`src/rtl/div_pkg.sv`:
```
// Shared divider definitions: FSM state encodings, handshake levels
// and the EX aluop codes that select the divider.
package div_pkg;

   typedef enum logic [1:0] {
      DivFree   = 2'b00,
      DivByZero = 2'b01,
      DivOn     = 2'b10,
      DivEnd    = 2'b11
   } div_state_e;

   localparam logic DivResultReady    = 1'b1;
   localparam logic DivResultNotReady = 1'b0;

   localparam logic DivStart = 1'b1;
   localparam logic DivStop  = 1'b0;

   localparam logic [7:0] ExeDivOp  = 8'b0001_1010;
   localparam logic [7:0] ExeDivuOp = 8'b0001_1011;

endpackage

```
`src/rtl/div_step.sv`:
```
// One restoring-division iteration: trial-subtract, shift in a quotient bit.
// Ports: work_i (low 2*WIDTH bits of working reg), divisor_i, work_o (next reg).
module div_step
   import div_pkg::*;
#(
   parameter int WIDTH = 32
) (
   input  logic [2*WIDTH-1:0] work_i,
   input  logic [WIDTH-1:0]   divisor_i,
   output logic [2*WIDTH:0]   work_o
);

   logic [WIDTH:0] diff;

   // The extra top bit of diff is the borrow: set means the trial failed.
   assign diff = {1'b0, work_i[2*WIDTH-1:WIDTH]} - {1'b0, divisor_i};

   assign work_o = diff[WIDTH]
                 ? {work_i, 1'b0}
                 : {diff[WIDTH-1:0], work_i[WIDTH-1:0], 1'b1};

endmodule

```
`src/rtl/div_unit.sv`:
```
// Iterative signed/unsigned divider, one quotient bit per clock.
// Ports: clk, rst, signed_div_i, opdata1_i, opdata2_i, start_i, annul_i,
//        result_o {rem, quo}, ready_o.
module div_unit
   import div_pkg::*;
#(
   parameter int WIDTH = 32
) (
   input  logic               clk,
   input  logic               rst,
   input  logic               signed_div_i,
   input  logic [WIDTH-1:0]   opdata1_i,
   input  logic [WIDTH-1:0]   opdata2_i,
   input  logic               start_i,
   input  logic               annul_i,
   output logic [2*WIDTH-1:0] result_o,
   output logic               ready_o
);

   localparam int CntW = $clog2(WIDTH + 1);

   div_state_e       state_q;
   logic [CntW-1:0]  cnt_q;
   logic [2*WIDTH:0] work_q;
   logic [2*WIDTH:0] work_d;
   logic [WIDTH-1:0] divisor_q;
   logic             neg1_q;
   logic             neg2_q;

   logic             neg1;
   logic             neg2;
   logic [WIDTH-1:0] op1_abs;
   logic [WIDTH-1:0] op2_abs;
   logic [WIDTH-1:0] quo_raw;
   logic [WIDTH-1:0] rem_raw;
   logic [WIDTH-1:0] quo_fix;
   logic [WIDTH-1:0] rem_fix;

   assign neg1 = signed_div_i & opdata1_i[WIDTH-1];
   assign neg2 = signed_div_i & opdata2_i[WIDTH-1];

   // MIN negates to itself, which read unsigned is the right magnitude.
   assign op1_abs = neg1 ? -opdata1_i : opdata1_i;
   assign op2_abs = neg2 ? -opdata2_i : opdata2_i;

   assign quo_raw = work_q[WIDTH-1:0];
   assign rem_raw = work_q[2*WIDTH:WIDTH+1];

   // Quotient sign follows sign mismatch, remainder follows the dividend.
   assign quo_fix = (neg1_q ^ neg2_q) ? -quo_raw : quo_raw;
   assign rem_fix = neg1_q ? -rem_raw : rem_raw;

   div_step #(
      .WIDTH(WIDTH)
   ) u_step (
      .work_i   (work_q[2*WIDTH-1:0]),
      .divisor_i(divisor_q),
      .work_o   (work_d)
   );

   always_ff @(posedge clk) begin
      if (rst) begin
         state_q   <= DivFree;
         cnt_q     <= '0;
         work_q    <= '0;
         divisor_q <= '0;
         neg1_q    <= 1'b0;
         neg2_q    <= 1'b0;
         result_o  <= '0;
         ready_o   <= DivResultNotReady;
      end else begin
         unique case (state_q)
            DivFree: begin
               if (start_i == DivStart && !annul_i) begin
                  neg1_q    <= neg1;
                  neg2_q    <= neg2;
                  divisor_q <= op2_abs;
                  work_q    <= {{WIDTH{1'b0}}, op1_abs, 1'b0};
                  cnt_q     <= '0;
                  if (opdata2_i == '0) begin
                     state_q <= DivByZero;
                  end else begin
                     state_q <= DivOn;
                  end
               end
            end
            DivByZero: begin
               if (annul_i) begin
                  state_q <= DivFree;
               end else begin
                  result_o <= '0;
                  ready_o  <= DivResultReady;
                  state_q  <= DivEnd;
               end
            end
            DivOn: begin
               if (annul_i) begin
                  state_q <= DivFree;
               end else if (cnt_q != CntW'(WIDTH)) begin
                  work_q <= work_d;
                  cnt_q  <= cnt_q + CntW'(1);
               end else begin
                  result_o <= {rem_fix, quo_fix};
                  ready_o  <= DivResultReady;
                  state_q  <= DivEnd;
               end
            end
            DivEnd: begin
               if (start_i == DivStop) begin
                  result_o <= '0;
                  ready_o  <= DivResultNotReady;
                  state_q  <= DivFree;
               end
            end
            default: state_q <= DivFree;
         endcase
      end
   end

endmodule

```
`config.mk`:
```
export PLATFORM = sky130hd
export DESIGN_NAME = div_unit
export DESIGN_NICKNAME = d
export VERILOG_FILES = /design/src/rtl/div_pkg.sv /design/src/rtl/div_step.sv /design/src/rtl/div_unit.sv
export SDC_FILE = /design/constraint.sdc
export NUM_CORES = 1
export LEC_CHECK = 0
export CORE_MARGIN = 4
export CORE_UTILIZATION = 63
export CTS_BUF_LIST = sky130_fd_sc_hd__clkbuf_4
export DETAILED_ROUTE_END_ITERATION = 8
export PLACE_DENSITY = 0.89
export RECOVER_POWER = 100
export SYNTH_ARGS = -nofsm -noshare
export SYNTH_HDL_FRONTEND = slang
export SYNTH_SLANG_ARGS = --single-unit
```
`constraint.sdc`:
```
create_clock -name clk -period 7.33 [get_ports clk]
set_input_delay 2.199 -clock clk [delete_from_list [all_inputs] [get_ports clk]]
set_output_delay 2.199 -clock clk [all_outputs]
set_load 0.03 [all_outputs]
```
==> impl_results.md, run 1 <==
* Slew Viols, Final at between 90 and 100
* Worst EP required at 7850 ps
* Fin crit period at 5700 ps
* Max Root-Sink Buffers at 2
* Cts repair resizes at 0
* CTS HTree Levels at 4
* Final hold violation count at 0
* Vias in the first global route at 10192
* Share of cells above drive strength 1 at 0.0369
* CP max FO at 35
* Die Width at roughly 140 microns
* Initial DRT Pass Iterations at 6
* Max Cap Viol at 2
* Status: finished with violations
* Post-synth net total at roughly 1600
* Power per Cell Area at 252 mW/mm^2
* Skew-Pair Late Insertion Delay at 580 ps
* Clock Sinks at 172
* Remaining antenna violation count at 0
* Row count at 47
* Cell count after synthesis at between 1000 and 1500
* Root buf cell: clkbuf_4
* Hold Buf Count CTS at 0
* Final Skew at 19.6 ps
* Reg-to-reg endpoint: work_q[60]
* RSZ-0062 raised after global routing: false
* Cells on worst reg2reg path at 10
* Most common cell after layout, fill and taps aside: nand2_1
* Hold path depth at 2
* CTS clk-pin slew, worst paths at 130 ps
* Die height at 140 microns
* Setup TNS at 0 ps
* Post-Route WL at 28.7 mm
* Crit end category: flip-flop
* Static leakage at approximately 5.0 nW
* Nature of the critical path startpoint: primary input
* Sequential share of the synthesized area at 0.315
* CTS buffer count at 17
* CORE AREA at 0.0168 sq mm
* Setup violators final at 0
* Via count at 10905
* Fmax at 175 MHz
* Top-Level Pins at 134
* Vias per cell at 6.18
* Post-synth EDFFs at 0
* Max rail drop VDD at 209 uV
* Nets@finish at 1645
* Initial core utilization at 0.652
* Violated checks: max-capacitance violations, max-slew violations
* Fill count at roughly 1300
* Period utilisation layout at 0.778
* Crit Reg-Reg Startpoint: state_q[0]
* Synth warn at 0
* Post-synth ARST share at 0
* CTS tree: done
* Non-Filler Instances at 1764
* Syn-to-layout area delta at 15.6%
* DR WL/cell at 16.3 microns
* I/O Buffers at 133
* Hold Path Origin: result_o[32]
* Commonest cells after routing, fill and taps aside: nand2_1 (228), dfxtp_1 (172), o21ai_0 (143)
* Syn Area/Cell at 7.53 sq um
* Global-route wire length before repair at between 40 and 50 mm
* Min-Delay Endpoint: result_o[32]
* DRT iter0 DRCs at approximately 1000
* Library cells used by synthesis at 64
* Seq cells post-synth at 172
* Tot GR Track Use at 0.286
* Slew headroom at -0.496
* Die area at between 0.015 and 0.02 sq mm
* Mapped cell area at 0.0109 sq mm
* GPL Wtd Cong at 0.953
* Initial antenna violation count at 1
* Critical Path AT at 6220 ps
* Setup CP Type: primary input to flip-flop
* Worst-Margin Slew at 2240 ps
* Total grt overflow at 0
* Post-DP HPWL at 20.9 mm
* Placed cell count at 1733
* Hold Path Class: flip-flop to flip-flop
* Ys flop type: dfxtp_1
* Largest net degree at the start of global routing at 83
* Post CTS Setup Buffer Count at 0
* Flop-to-flop setup slack at 2370 ps
* Drc violations at 0
* Pwr Total at 3.18 mW
==> sequential cells by signal, indices dropped and copies added (netlist names) <==
register   flops
divisor_q     32
neg2_q         1
cnt_q          6
ready_o        1
result_o      64
neg1_q         1
state_q        2
work_q        65
==> stage by stage <==
stage	instance area [sq um]	hold WS, ps	setup WS [ps]	util
floorplan	10900	432	3150	-
global placement	12300	434	2360	0.735
detailed placement	12300	443	2300	0.735
CTS	12600	463	2880	0.753
global route	12600	484	1350	0.753
finish	12600	462	1630	0.753
==> routing by layer <==
layer,share of wire,vias to the layer above,global-route usage
met1,0.43,5081,0.373
met5,0,-,0
met4,0.031,0,0.101
met3,0.069,80,0.0552
met2,0.47,458,0.475
li1,-,5286,-
==> cell usage after synthesis (all sizes together), types with 21 or more instances <==
cell    instances  area (sq um)
nand2         228           856
dfxtp         172          3440
o21ai         145           726
nor2          128           480
a21oi         111           556
xnor2          74           648
clkbuf         73           274
xor2           71           622
inv            56           210
ha             43           538
o31ai          28           224
a211oi         27           203
nand3          25           125
a22oi          23           173
mux2i          21           210
nor4           21           138
==> critical path, cell delays in order <==
cell and delay, ps:
dlygate4sd3_1 650, inv_1 120, a221oi_4 280, clkbuf_1 1150, nand2_1 350, or2_0 700
or4_1 670, nand3_1 80
==> where the power goes <==
group          internal, mW  switching (mW)  total, mW
sequential             1.03           0.114       1.14
combinational         0.527           0.917       1.44
clock                 0.264           0.326      0.590
==> how the worst max path moves through the flow <==
stage                   from    endpoint  slack (ps)  cells after the start
2_1_floorplan  opdata1_i[17]  work_q[30]        3150                      8
3_3_place_gp    opdata2_i[2]  state_q[0]        2360                      9
3_5_place_dp    opdata2_i[2]  state_q[0]        2300                      9
4_1_cts         opdata2_i[2]  state_q[0]        2880                      9
5_1_grt              start_i  work_q[60]        1350                      8
6_report             start_i  work_q[60]        1630                      8
==> layout make-up <==
cell class	instances	area [sq um]	area share
multi-input cells	1141	6990	0.554
clock buffers	17	128	0.0101
inverters	56	210	0.0167
diodes	1	2.50	0.000198
repair buffers	144	1400	0.111
clock inverters	13	175	0.0139
flip-flops and latches	172	3440	0.273
well taps	220	275	0.0218
==> logic make-up after synthesis <==
logic type / count (synthesis) / share of synthesized area
xor+xnor: 145 / 0.116
buf+inv: 137 / 0.0479
compound gates: 427 / 0.242
simple gates: 502 / 0.206
mux: 23 / 0.0213
flops: 172 / 0.315
fa+ha+maj: 44 / 0.0511
Note: power is estimated with default switching activity, not from simulation.
==> inputs of run 2 (changes only) <==
--- a/config.mk
+++ b/config.mk
@@ -6,10 +6,10 @@
 export NUM_CORES = 1
 export LEC_CHECK = 0
 export CORE_MARGIN = 4
-export CORE_UTILIZATION = 63
+export CORE_UTILIZATION = 58
 export CTS_BUF_LIST = sky130_fd_sc_hd__clkbuf_4
 export DETAILED_ROUTE_END_ITERATION = 8
-export PLACE_DENSITY = 0.89
+export PLACE_DENSITY = 0.83
 export RECOVER_POWER = 100
 export SYNTH_ARGS = -nofsm -noshare
 export SYNTH_HDL_FRONTEND = slang
==> constraint.sdc (replaced) <==
create_clock -name clk -period 5.6 [get_ports clk]
set_input_delay 1.68 -clock clk [delete_from_list [all_inputs] [get_ports clk]]
set_output_delay 1.68 -clock clk [all_outputs]
set_load 0.03 [all_outputs]
==> run 2 against run 1 <==
Against the previous run:
- the flow still finishes with violations (max-capacitance violations, max-slew violations)
- critical path depth grew 2
- clock-buffer cell count grew 3
- non-clock buffer count grew 2
- wire length shrank 0.99%
- power grew 30%
- sequential share of layout area is essentially flat
- die area grew 8.1%
- cell count grew 0.79%
- hold slack gained 0.58 ps
- clock power grew 32%
==> impl_results.md, run 2 (synthesis results as in run 1) <==
* Final hold violation count at 0 (unchanged)
* Post-Route WL at 28.4 mm (was 28.7 mm)
* Global-route wire length before repair at 48.2 mm (was 47.7 mm)
* Syn-to-layout area delta at 15.7% (was 15.6%)
* RSZ-0062 raised after global routing: false (unchanged)
* WHS at 462 ps (about the same)
* Worst EP required at 6110 ps (was 7850 ps)
* Share of cells above drive strength 1 at 0.0407 (was 0.0369)
* Top Registers: work_q (65), result_o (64), divisor_q (32) (unchanged)
* Fill count at 1591 (was 1310)
* Final Skew at 25.2 ps (was 19.6 ps)
* Status: finished with violations (unchanged)
* Cells on worst reg2reg path at 10 (unchanged)
* Root buf cell: clkbuf_4 (unchanged)
* Total grt overflow at 0 (unchanged)
* Setup CP Type: flip-flop to flip-flop (was primary input to flip-flop)
* Hold path depth at 2 (unchanged)
* Max Cap Viol at 3 (was 2)
* Largest register by flop count: work_q (unchanged)
* CTS buffer count at 17 (unchanged)
* Tot GR Track Use at 0.266 (was 0.286)
* Vias in the first global route at 9931 (was 10192)
* Period utilisation layout at 0.830
* Fmax at 215 MHz
* Die Width at 145 microns (was 140 microns)
* Post CTS Setup Buffer Count at 0 (unchanged)
* Most common cell after layout, fill and taps aside: nand2_1 (unchanged)
* I/O Buffers at 133 (unchanged)
* Cts repair resizes at 0 (unchanged)
* Power per Cell Area at 328 mW/mm^2 (was 252 mW/mm^2)
* Flop-to-flop setup slack at 950 ps (was 2370 ps)
* Met3 Routed Length at 1.80 mm (was 1.98 mm)
* Max reg flops at 65 (unchanged)
* CORE AREA at 0.0182 sq mm (was 0.0168 sq mm)
* Layout Utilization at 0.694 (was 0.753)
* Hold Path Origin: divisor_q[18] (was result_o[32])
* Setup TNS at 0 ps (unchanged)
* Remaining antenna violation count at 0 (unchanged)
* Reg-to-reg endpoint: work_q[33] (was work_q[60])
* Nets@finish at 1647 (was 1645)
* FF/Latch Area at 0.00344 sq mm (unchanged)
* Commonest cells after routing, fill and taps aside: nand2_1 (228), dfxtp_1 (172), o21ai_0 (143) (unchanged)
* Worst-Margin Slew at 2170 ps (was 2240 ps)
* Post-DP HPWL at 21.1 mm (was 20.9 mm)
* Hold Path Class: flip-flop to flip-flop (unchanged)
* Slew Viols, Final at 112 (was 94)
* Setup violators final at 0 (unchanged)
* Vias per cell at 6.01 (was 6.18)
* GPL Wtd Cong at 0.966 (was 0.953)
* Via count at 10679 (was 10905)
* Nature of the critical path startpoint: flip-flop (was primary input)
* CTS HTree Levels at 4 (unchanged)
* Crit Reg-Reg Startpoint: work_q[37] (was state_q[0])
* Slew headroom at -0.449 (was -0.496)
* M1 WL at 12.6 mm (was 12.2 mm)
* Die area at 0.0211 sq mm (was 0.0195 sq mm)
* Row count at 49 (was 47)
* Skew-Pair Late Insertion Delay at 600 ps (was 580 ps)
* Fin crit period at around 4700 ps
* DR WL/cell at 16.0 microns (was 16.3 microns)
* CTS clk-pin slew, worst paths at 150 ps (was 130 ps)
* Top-Level Pins at 134 (unchanged)
* Initial antenna violation count at 1 (unchanged)
* Largest net degree at the start of global routing at 75 (was 83)
* Multi-input gate area at 0.00696 sq mm (was 0.00699 sq mm)
* CP max FO at 37 (was 35)
* Initial core utilization at 0.600 (was 0.652)
* Crit end category: flip-flop (unchanged)
* Routed wl met2 at 13.4 mm (was 13.6 mm)
* Min-Delay Endpoint: divisor_q[18] (was result_o[32])
* DRT iter0 DRCs at 871 (was 1005)
* Hold Buf Count CTS at 0 (unchanged)
* Violated checks: max-capacitance violations, max-slew violations (unchanged)
* Top Metal Used: met4 (unchanged)
* Critical Path AT at 5160 ps (was 6220 ps)
* CTS tree: done (unchanged)
* Initial DRT Pass Iterations at 8 (was 6)
* Clock Sinks at 172 (unchanged)
* Die height at 145 microns (was 140 microns)
* Max Root-Sink Buffers at 2 (unchanged)
* Max rail drop VDD at 266 uV (was 209 uV)
* Static leakage at 5.00 nW (was 4.98 nW)
* Drc violations at 0 (unchanged)
## run 2: cell count changes in the layout (fill, tap and decap cells not counted), sizes merged
| cell | previous run | this run |
|---|---|---|
| clkbuf | 20 | 23 |
| inv | 57 | 60 |
| buf | 9 | 11 |
| clkinv | 6 | 4 |
| bufinv | 4 | 3 |
| clkdlybuf4s50 | 62 | 63 |
| clkinvlp | 2 | 1 |
| diode | 1 | 2 |
| dlygate4sd3 | 70 | 69 |
## run 2: critical path, stage by stage, from the launching register on
cell	delay [ps]
dfxtp_1	470
ha_1	330
a21o_1	230
a211o_1	300
o21ai_0	470
a211o_1	260
a21oi_1	110
nor3_2	240
clkbuf_1	1530
mux2_2	450
o21ai_0	140
## run 2: worst max-delay path by stage
stage          slack [ps]           from         end
3_3_place_gp         1130   opdata2_i[2]  state_q[0]
5_1_grt               740     work_q[37]  work_q[33]
6_report              950     work_q[37]  work_q[33]
2_1_floorplan        1940  opdata1_i[17]  work_q[30]
4_1_cts              1700   opdata2_i[2]  state_q[0]
3_5_place_dp         1090   opdata2_i[2]  state_q[0]
## run 2: metrics by stage
| stage | cell area, sq um | worst slack (ps) | power (mW) | instances |
|---|---|---|---|---|
| floorplan | 10900 | 1940 | 2.89 | 1450 |
| global placement | 12400 | 1130 | 3.34 | 1744 |
| detailed placement | 12400 | 1090 | 3.37 | 1744 |
| global route | 12600 | 741 | 4.45 | 1778 |
| CTS | 12700 | 1700 | 4.15 | 1776 |
| finish | 12600 | 950 | 4.14 | 1778 |
## run 2: power breakdown
| group | internal [mW] | switching (mW) | leakage, nW |
|---|---|---|---|
| clock network | 0.330 | 0.447 | 0.169 |
| logic | 0.694 | 1.18 | 3.44 |
| registers | 1.35 | 0.139 | 1.39 |
## run 2: cell type report
cell class              instances  area share
multi-input cells            1141       0.551
flip-flops and latches        172       0.273
repair buffers                146       0.112
well taps                     229      0.0227
inverters                      56      0.0166
clock inverters                12      0.0127
clock buffers                  20      0.0119
diodes                          2    0.000396
## run 2: layer usage
metal	vias up	GRT usage
li1	5293	-
met1	5010	0.359
met2	335	0.440
met3	41	0.0514
met4	0	0.0708
met5	-	0
